### src/rtl/muxl2_lane_arbiter_if.sv
// rtl/muxl2_lane_arbiter_if.sv - lane push, output handshake and FIFO status bundle for the MUXL2 lane arbiter
interface muxl2_lane_arbiter_if #(
    parameter int DATA_W = 8
);
    logic [DATA_W-1:0] data_00;
    logic              valid_00;
    logic [DATA_W-1:0] data_11;
    logic              valid_11;
    logic              out_ready;
    logic [DATA_W-1:0] data_out;
    logic              valid_out;
    logic              grant_lane;
    logic              full_0;
    logic              full_1;
    logic              empty_0;
    logic              empty_1;
    logic              overflow_0;
    logic              overflow_1;

    modport master (
        output data_00, valid_00, data_11, valid_11, out_ready,
        input  data_out, valid_out, grant_lane,
        input  full_0, full_1, empty_0, empty_1, overflow_0, overflow_1
    );

    modport slave (
        input  data_00, valid_00, data_11, valid_11, out_ready,
        output data_out, valid_out, grant_lane,
        output full_0, full_1, empty_0, empty_1, overflow_0, overflow_1
    );
endinterface

### src/rtl/muxl2_lane_arbiter.sv
// rtl/muxl2_lane_arbiter.sv - two-lane FIFO round-robin scheduler feeding the MUXL2 serializer
// Define STRICT_PRIO_EN to make lane 0 always win over lane 1.
module muxl2_lane_arbiter #(
    parameter int DATA_W     = 8,
    parameter int FIFO_DEPTH = 4,
    parameter int ADDR_W     = 2
) (
    input  logic                 clk_4f,
    input  logic                 reset,
    muxl2_lane_arbiter_if.slave  bus
);
    typedef enum logic [1:0] {IDLE, SERVE0, SERVE1} state_t;

    localparam logic [ADDR_W:0] FULL_CNT = (ADDR_W+1)'(FIFO_DEPTH);
    localparam logic [ADDR_W:0] ONE_CNT  = (ADDR_W+1)'(1);

    logic [DATA_W-1:0] mem    [2][FIFO_DEPTH];
    logic [ADDR_W-1:0] wr_ptr [2];
    logic [ADDR_W-1:0] rd_ptr [2];
    logic [ADDR_W:0]   cnt    [2];
    logic [DATA_W-1:0] wdata  [2];

    logic [1:0]        push_req, push, pop, full, empty, overflow;
    logic              load, do_pop, sel, rr_ptr, grant_q;
    logic [DATA_W-1:0] data_q;
    state_t            state_q, state_d;

    always_comb begin
        wdata[0] = bus.data_00;
        wdata[1] = bus.data_11;
        push_req = {bus.valid_11, bus.valid_00};
        for (int i = 0; i < 2; i++) begin
            full[i]  = (cnt[i] == FULL_CNT);
            empty[i] = (cnt[i] == '0);
        end
        push = push_req & ~full;
    end

    assign load = (state_q == IDLE) || bus.out_ready;

    always_comb begin
        sel    = 1'b0;
        do_pop = load && (empty != 2'b11);
`ifdef STRICT_PRIO_EN
        sel = empty[0];
`else
        // Both lanes waiting: the lane not served last time goes next.
        if (empty == 2'b00) sel = ~rr_ptr;
        else                sel = empty[0];
`endif
        pop = do_pop ? (sel ? 2'b10 : 2'b01) : 2'b00;
    end

    always_comb begin
        state_d = state_q;
        if (load) begin
            if (do_pop) state_d = sel ? SERVE1 : SERVE0;
            else        state_d = IDLE;
        end
    end

    always_ff @(posedge clk_4f) begin
        if (!reset) begin
            for (int i = 0; i < 2; i++) begin
                wr_ptr[i] <= '0;
                rd_ptr[i] <= '0;
                cnt[i]    <= '0;
            end
            overflow <= 2'b00;
            data_q   <= '0;
            grant_q  <= 1'b0;
            rr_ptr   <= 1'b1;
            state_q  <= IDLE;
        end else begin
            for (int i = 0; i < 2; i++) begin
                if (push[i]) begin
                    mem[i][wr_ptr[i]] <= wdata[i];
                    wr_ptr[i]         <= wr_ptr[i] + 1'b1;
                end
                if (pop[i]) rd_ptr[i] <= rd_ptr[i] + 1'b1;
                if (push[i] && !pop[i])      cnt[i] <= cnt[i] + ONE_CNT;
                else if (!push[i] && pop[i]) cnt[i] <= cnt[i] - ONE_CNT;
            end
            overflow <= push_req & full;
            if (do_pop) begin
                data_q  <= mem[sel][rd_ptr[sel]];
                grant_q <= sel;
                rr_ptr  <= sel;
            end
            state_q <= state_d;
        end
    end

    assign bus.data_out   = data_q;
    assign bus.valid_out  = (state_q != IDLE);
    assign bus.grant_lane = grant_q;
    assign bus.full_0     = full[0];
    assign bus.full_1     = full[1];
    assign bus.empty_0    = empty[0];
    assign bus.empty_1    = empty[1];
    assign bus.overflow_0 = overflow[0];
    assign bus.overflow_1 = overflow[1];
endmodule

### src/flat_wrapper.sv
// flat-port wrapper written by rule: the top's interface ports become plain ports
module muxl2_lane_arbiter_flat 
#(
    parameter int DATA_W     = 8,
    parameter int FIFO_DEPTH = 4,
    parameter int ADDR_W     = 2
)
  (clk_4f, reset, bus_data_00, bus_valid_00, bus_data_11, bus_valid_11, bus_out_ready, bus_data_out, bus_valid_out, bus_grant_lane, bus_full_0, bus_full_1, bus_empty_0, bus_empty_1, bus_overflow_0, bus_overflow_1);
  muxl2_lane_arbiter_if #(.DATA_W(DATA_W)) bus_i ();
  input  logic clk_4f;
  input  logic reset;
  input wire logic [$bits(bus_i.data_00)-1:0] bus_data_00;
  input wire logic [$bits(bus_i.valid_00)-1:0] bus_valid_00;
  input wire logic [$bits(bus_i.data_11)-1:0] bus_data_11;
  input wire logic [$bits(bus_i.valid_11)-1:0] bus_valid_11;
  input wire logic [$bits(bus_i.out_ready)-1:0] bus_out_ready;
  output wire logic [$bits(bus_i.data_out)-1:0] bus_data_out;
  output wire logic [$bits(bus_i.valid_out)-1:0] bus_valid_out;
  output wire logic [$bits(bus_i.grant_lane)-1:0] bus_grant_lane;
  output wire logic [$bits(bus_i.full_0)-1:0] bus_full_0;
  output wire logic [$bits(bus_i.full_1)-1:0] bus_full_1;
  output wire logic [$bits(bus_i.empty_0)-1:0] bus_empty_0;
  output wire logic [$bits(bus_i.empty_1)-1:0] bus_empty_1;
  output wire logic [$bits(bus_i.overflow_0)-1:0] bus_overflow_0;
  output wire logic [$bits(bus_i.overflow_1)-1:0] bus_overflow_1;
  assign bus_i.data_00 = bus_data_00;
  assign bus_i.valid_00 = bus_valid_00;
  assign bus_i.data_11 = bus_data_11;
  assign bus_i.valid_11 = bus_valid_11;
  assign bus_i.out_ready = bus_out_ready;
  assign bus_data_out = bus_i.data_out;
  assign bus_valid_out = bus_i.valid_out;
  assign bus_grant_lane = bus_i.grant_lane;
  assign bus_full_0 = bus_i.full_0;
  assign bus_full_1 = bus_i.full_1;
  assign bus_empty_0 = bus_i.empty_0;
  assign bus_empty_1 = bus_i.empty_1;
  assign bus_overflow_0 = bus_i.overflow_0;
  assign bus_overflow_1 = bus_i.overflow_1;
  muxl2_lane_arbiter #(.DATA_W(DATA_W), .FIFO_DEPTH(FIFO_DEPTH), .ADDR_W(ADDR_W)) u_core (.clk_4f(clk_4f), .reset(reset), .bus(bus_i));
endmodule
### config.mk
export PLATFORM = sky130hd
export DESIGN_NAME = muxl2_lane_arbiter_flat
export DESIGN_NICKNAME = d
export VERILOG_FILES = /design/src/rtl/muxl2_lane_arbiter_if.sv /design/src/rtl/muxl2_lane_arbiter.sv /design/src/flat_wrapper.sv
export SDC_FILE = /design/constraint.sdc
export NUM_CORES = 1
export LEC_CHECK = 0
export ABC_AREA = 1
export CORE_ASPECT_RATIO = 1.1
export CORE_UTILIZATION = 35
export CTS_CLUSTER_DIAMETER = 80
export DETAILED_ROUTE_END_ITERATION = 12
export GPL_TIMING_DRIVEN = 0
export PLACE_DENSITY = 0.51
export SYNTH_ARGS = -nofsm -noshare
export SYNTH_HDL_FRONTEND = slang
export SYNTH_SLANG_ARGS = --single-unit
### constraint.sdc
create_clock -name clk_4f -period 6.5 [get_ports clk_4f]
set_input_delay 0.975 -clock clk_4f [delete_from_list [all_inputs] [get_ports clk_4f]]
set_output_delay 0.975 -clock clk_4f [all_outputs]
set_load 0.005 [all_outputs]
=== Yosys cells after proc, flatten, opt, wreduce, memory -nomap -nowiden ===
Memories as Yosys holds them, arrays and structs flattened.
Index checks and enable logic that the tools add are counted.

* $add $sub $neg: 8
* $lt $le $gt $ge: 5
* Eq/ne operators: 3
* Mux-type cells: 47
* Bitwise logic cells: 15
* Reductions and logical operators: 17

{| class="wikitable"
|+ Operator list
! kind !! count
|-
| 2-to-1 mux 32 bit || 2
|-
| demux 8 bit (select 2 bit) || 2
|-
| 2-to-1 mux 8 bit || 4
|-
| 2-to-1 mux 1 bit || 28
|-
| binary-select mux 8 bit (select 2 bit) || 1
|-
| 2-to-1 mux 2 bit || 6
|-
| 2-to-1 mux 3 bit || 4
|-
| greater-or-equal comparator 3 bit (second input constant) || 3
|-
| inverter 2 -> 3 bit || 3
|-
| adder 2 x 1 -> 2 bit (second input constant) || 4
|-
| OR 1 bit || 8
|-
| logical AND 1 bit || 7
|-
| adder 3 x 1 -> 3 bit (second input constant) || 2
|-
| equality test 3 bit (second input constant) || 2
|-
| zero test 3 bit || 2
|-
| < comparator 3 x 1 -> 1 bit (second input constant) || 2
|-
| subtractor 3 x 1 -> 3 bit (second input constant) || 2
|-
| AND 2 bit || 2
|-
| zero test 1 bit || 4
|-
| zero test 2 bit || 2
|-
| inequality test 2 bit (second input constant) || 1
|-
| inverter 2 bit || 1
|-
| nonzero test 2 bit || 1
|-
| logical OR 1 bit || 1
|-
| inverter 1 bit || 1
|}

* Register bits: 14
* Bits in writable memories: 78
* Bits of input ports: 21
* Output and inout port bits: 16
* Word-level logic and storage cells: 104
* Memories kept: 4

{| class="wikitable"
|+ Memories
! memory !! depth !! bits a word !! rd ports !! clocked after Yosys merged registers in !! write ports !! line !! RTL
|-
| u_core.mem || 2 || 32 || 1 || 0 || 2 || muxl2_lane_arbiter.sv:17 || <nowiki>logic [DATA_W-1:0] mem [2][FIFO_DEPTH];</nowiki>
|-
| u_core.cnt || 2 || 3 || 2 || 0 || 2 || muxl2_lane_arbiter.sv:20 || <nowiki>logic [ADDR_W:0] cnt [2];</nowiki>
|-
| u_core.rd_ptr || 2 || 2 || 3 || 0 || 2 || muxl2_lane_arbiter.sv:19 || <nowiki>logic [ADDR_W-1:0] rd_ptr [2];</nowiki>
|-
| u_core.wr_ptr || 2 || 2 || 2 || 0 || 2 || muxl2_lane_arbiter.sv:18 || <nowiki>logic [ADDR_W-1:0] wr_ptr [2];</nowiki>
|}

=== Logic depth before layout (Yosys ltp) ===
Gate-level depths: netlist of the first run.

* Depth after elaboration: 12
* Mapped depth: 15
* Gate-level depth less buffers: 14

=== Least setup slack after synthesis of the first run ===
OpenSTA, ideal clock, no wires.

* Path type: input -> register
* Start point: in bus_out_ready
* End point: mem u_core.cnt[0][2] (netlist bit), data pin
* Library setup time: 0.250 ns
* Arrival: 2.176 ns
* Required time: 6.250 ns
* Slack: 4.074 ns
* Stages: 12
* Buffers on the path: 0
* Path through: inv_1 nand2_1 o21ai_2 nor2_2 nand3_2 fa_1 xor2_1 inv_1 nand2_1 nand2_1 nand2_1 inv_1

{| class="wikitable"
|+ RTL lines
! item !! line !! RTL
|-
| start: declaration || flat_wrapper.sv:16 || <nowiki>input wire logic [$bits(bus_i.out_ready)-1:0] bus_out_ready;</nowiki>
|-
| end: declaration || muxl2_lane_arbiter.sv:20 ||
|}

==> results.md, run 1 <==
- Core area: 12000 um2
- Router iterations before antenna repair: 4
- Pleak: 0.00226 uW
- Startpoint types: flop
- Slowest stage cell, crit path: clkdlybuf4s50_1
- Area delta synth->final: 19.4%
- Max_cap viols: 0
- Post-Route WL: 8990 um
- Grt total ovfl: 0
- Post-CTS Setup Bufs: 0
- Maximum clock frequency: 347 MHz
- Logic pwr share: 47.2%
- Die Area: 12700 um2
- Syn_nets: 480
- Hold slack: 468 ps
- Resized Gates After CTS: 0
- Max Fanout on Critical Path: 10
- Sw Share: 41.3%
- Mapped Cells: 447
- Initial antenna violation count: 0
- Final Slew Violations: 0
- Dpl ws: 3310 ps
- Hold Buf Count CTS: 0
- Power Density: 485 nW/um2
- Post-DRT Antenna Nets: 0
- Seq pwr share: 32.8%
- HPWL Detailed: 6750 um
- Setup violators final: 0
- Yosys top cell area share: 54.4%
- GR Layer Usage met1: 22.3%
- Status: finished, final reports clean
- Most frequent cell after synthesis: nand2_1
- Root Driver: clkbuf_16
- Switching power: 1030 uW
- Hold path startpoint: u_core.state_q[1]$_SDFFE_PN0P_
- Yosys cell types: 28
- FF-to-FF Start: u_core.cnt[1][0]$_DFFE_PP_
- Internal: 1460 uW
- Total global-route track usage: 15.5%
- Worst-path cell chain: nor2_4 > nand2_4 > clkbuf_1 > inv_1 > clkdlybuf4s50_1
- Later-pin clock latency in the skew report: 340 ps
- Clk pin slew, worst setup/hold paths: 60 ps
- GRT busiest layer: met1
- Die Span X: 108 um
- Synth warn: 0
- Detail-routed via count per cell: 4.48
- Crit-path leading delay family: buffers and inverters
- Total number of vias: 2923
- Post-route DRC: 0
- Final hold violations: 0
- Tcrit/Tclk final: 44.4%
- Fin Clk Skew: 5.24 ps
- EDFF count, synth: 78
- Largest area contributor in the netlist: edfxtp_1
- RSZ-0062 raised after global routing: false
- Seq/Total Area, Yosys: 60.9%
- Clock Power Share: 20.0%
- Maximum vdd drop: 0.154 mV
- Crit end category: primary output
- Synth Cell Area: 4300 um2
- CTS buffer count: 9
- Dpl cell area: 4860 um2
- Vert. Die Dim: 118 um
- Ys flop type: edfxtp_1
- Power consumption: 2490 uW
- Clk sinks: 92
- Worst Path Buf+Inv: 3
- Starting Density: 35.8%
- Syn avg cell area: 9.63 um2
- FF+latch count, synth: 92
- GP Congestion: 0.764
- Fin Setup TNS: 0 ps
- Vias in the first global route: 2754
- Post-route cell area: 5140 um2
- Num rows: 42
- Synth top area cells: edfxtp_1, nand2_1, dfxtp_1, nand3_1, inv_1
- Diodes inserted: 0
- Htree depth: 3
- Worst setup path start: u_core.cnt[0][1]$_SDFFCE_PN0P_
- Delay of the slowest critical-path stage: 490 ps
- Global Route met3 Usage: 3.42%
- First-pass GRT wire length: 14600 um
- CTS max path bufs: 2
- Layout cells sized above 1: 8.82%
- Setup Crit Path Kind: flop to primary output
- WL/cell: 13.8 um
- CP arrival: 1910 ps
- Final #Nets: 527
- Number of port buffers: 36
- TritonCTS clock tree: yes
- Async set-reset flop share out of synthesis: 0%
- Crit path setup slack, layout: 3620 ps
- Worst Tran Pin Value: 851 ps
- Largest net degree at the start of global routing: 18
- Commonest cells post-synth: nand2_1, edfxtp_1, inv_1
- Critical Path RT: 5520 ps
- DR iter-0 viols: 142
- I/O pin total: 37
- Met2 GRT Util: 22.3%
- Hold Crit Class: flop to flop
- Fin crit period: 2880 ps
- Worst rel slew slack: 43.1%
-- tightest hold or removal path: stages (launching register included) --
cell and delay [ps]:
dfxtp_1 310, nand2_1 60, a21oi_1 50
-- kinds of logic (layout without fill, tap and decap cells) --
group | count (synthesis) | in the layout | share of synthesized area, %
AOI/OAI and AO/OA | 7 | 7 | 1.22
xor gates and xnor gates | 4 | 4 | 0.814
adders and majority gates | 12 | 12 | 3.66
buffers and inverters | 66 | 118 | 6.92
DFF | 92 | 92 | 60.9
and+or+nand+nor | 266 | 266 | 26.4
-- cell usage in the layout (no fill, tap or decap), types with 7 or more instances in the layout --
master / count
dfxtp_1: 14
nand3_1: 45
edfxtp_1: 78
nor2_1: 40
inv_1: 48
clkbuf_16: 9
buf_2: 7
nand2_1: 167
ha_1: 11
clkdlybuf4s50_1: 36
-- per-stage QoR --
step                utilization, %  instances
global route                  42.7        653
detailed placement            40.4        637
global placement              40.4        637
floorplan                        -        447
finish                        42.7        653
CTS                           42.7        653
-- final cells by class --
| type | instances | area (um2) |
|---|---|---|
| Buffer | 15 | 106 |
| Clock buffer | 9 | 225 |
| Clock inverter | 7 | 57.6 |
| Fill cell | 1186 | 6900 |
| Inverter | 51 | 191 |
| Multi-Input combinational cell | 289 | 1380 |
| Sequential cell | 92 | 2620 |
| Tap cell | 154 | 193 |
| Timing Repair Buffer | 36 | 360 |
-- final timing paths --
kind | end | slack (ps) | cells after the start
max | bus_empty_0 | 3620 | 5
min | u_core.state_q[1]$_SDFFE_PN0P_ | 470 | 2
max reg2reg | u_core.cnt[0][2]$_SDFFCE_PN0P_ | 3870 | 15
min reg2reg | u_core.state_q[1]$_SDFFE_PN0P_ | 470 | 2
-- state kept, by name, indices dropped and copies added, names as in the netlist, 2 cells and up --
signal / cells
u_core.bus.data_out: 8
u_core.rd_ptr: 4
u_core.overflow: 2
u_core.cnt: 6
u_core.mem: 64
u_core.wr_ptr: 4
u_core.state_q: 2
-- power by group through the flow --
stage / Clock (uW) / Combinational [uW] / Sequential [uW]
2_1_floorplan: 0 / 844 / 821
6_report: 498 / 1180 / 818
4_1_cts: 511 / 1190 / 819
3_5_place_dp: 0 / 1180 / 832
3_3_place_gp: 0 / 1170 / 829
5_1_grt: 532 / 1350 / 830
-- layer usage --
layer | up-vias | wire, um
li1 | 1528 | -
met1 | 1320 | 4470
met2 | 64 | 3940
met3 | 11 | 433
met4 | 0 | 144
met5 | - | 0
No activity file was read; power rests on OpenSTA's default activity.
==> run 2: changes to the inputs <==
==> constraint.sdc (replaced) <==
create_clock -name clk_4f -period 2.96 [get_ports clk_4f]
set_input_delay 0.444 -clock clk_4f [delete_from_list [all_inputs] [get_ports clk_4f]]
set_output_delay 0.444 -clock clk_4f [all_outputs]
set_load 0.005 [all_outputs]
==> results of run 2 <==
The final DEF is identical to that of run 1. Status: finished, final reports clean.
Main changes from that run: setup slack after placement 3310 ps -> 303 ps; setup slack after layout 3620 ps -> 332 ps; start point of the critical path u_core.cnt[0][1]$_SDFFCE_PN0P_ -> u_core.cnt[1][0]$_DFFE_PP_; end point of the critical path bus_empty_0 -> u_core.cnt[0][2]$_SDFFCE_PN0P_; register-to-register setup slack 3870 ps -> 330 ps; total power 2490 uW -> 5470 uW; worst IR drop on VDD 0.154 mV -> 0.338 mV
==> run 3: changes to the inputs <==
--- a/config.mk
+++ b/config.mk
@@ -10,6 +10,7 @@
 export CORE_UTILIZATION = 35
 export CTS_CLUSTER_DIAMETER = 80
 export DETAILED_ROUTE_END_ITERATION = 12
+export GPL_ROUTABILITY_DRIVEN = 0
 export GPL_TIMING_DRIVEN = 0
 export PLACE_DENSITY = 0.51
 export SYNTH_ARGS = -nofsm -noshare
==> results of run 3 <==
The final DEF is identical to that of run 1. Status: finished, final reports clean.
Main changes from that run: setup slack after placement 3310 ps -> 303 ps; setup slack after layout 3620 ps -> 332 ps; start point of the critical path u_core.cnt[0][1]$_SDFFCE_PN0P_ -> u_core.cnt[1][0]$_DFFE_PP_; end point of the critical path bus_empty_0 -> u_core.cnt[0][2]$_SDFFCE_PN0P_; register-to-register setup slack 3870 ps -> 330 ps; total power 2490 uW -> 5470 uW; worst IR drop on VDD 0.154 mV -> 0.338 mV
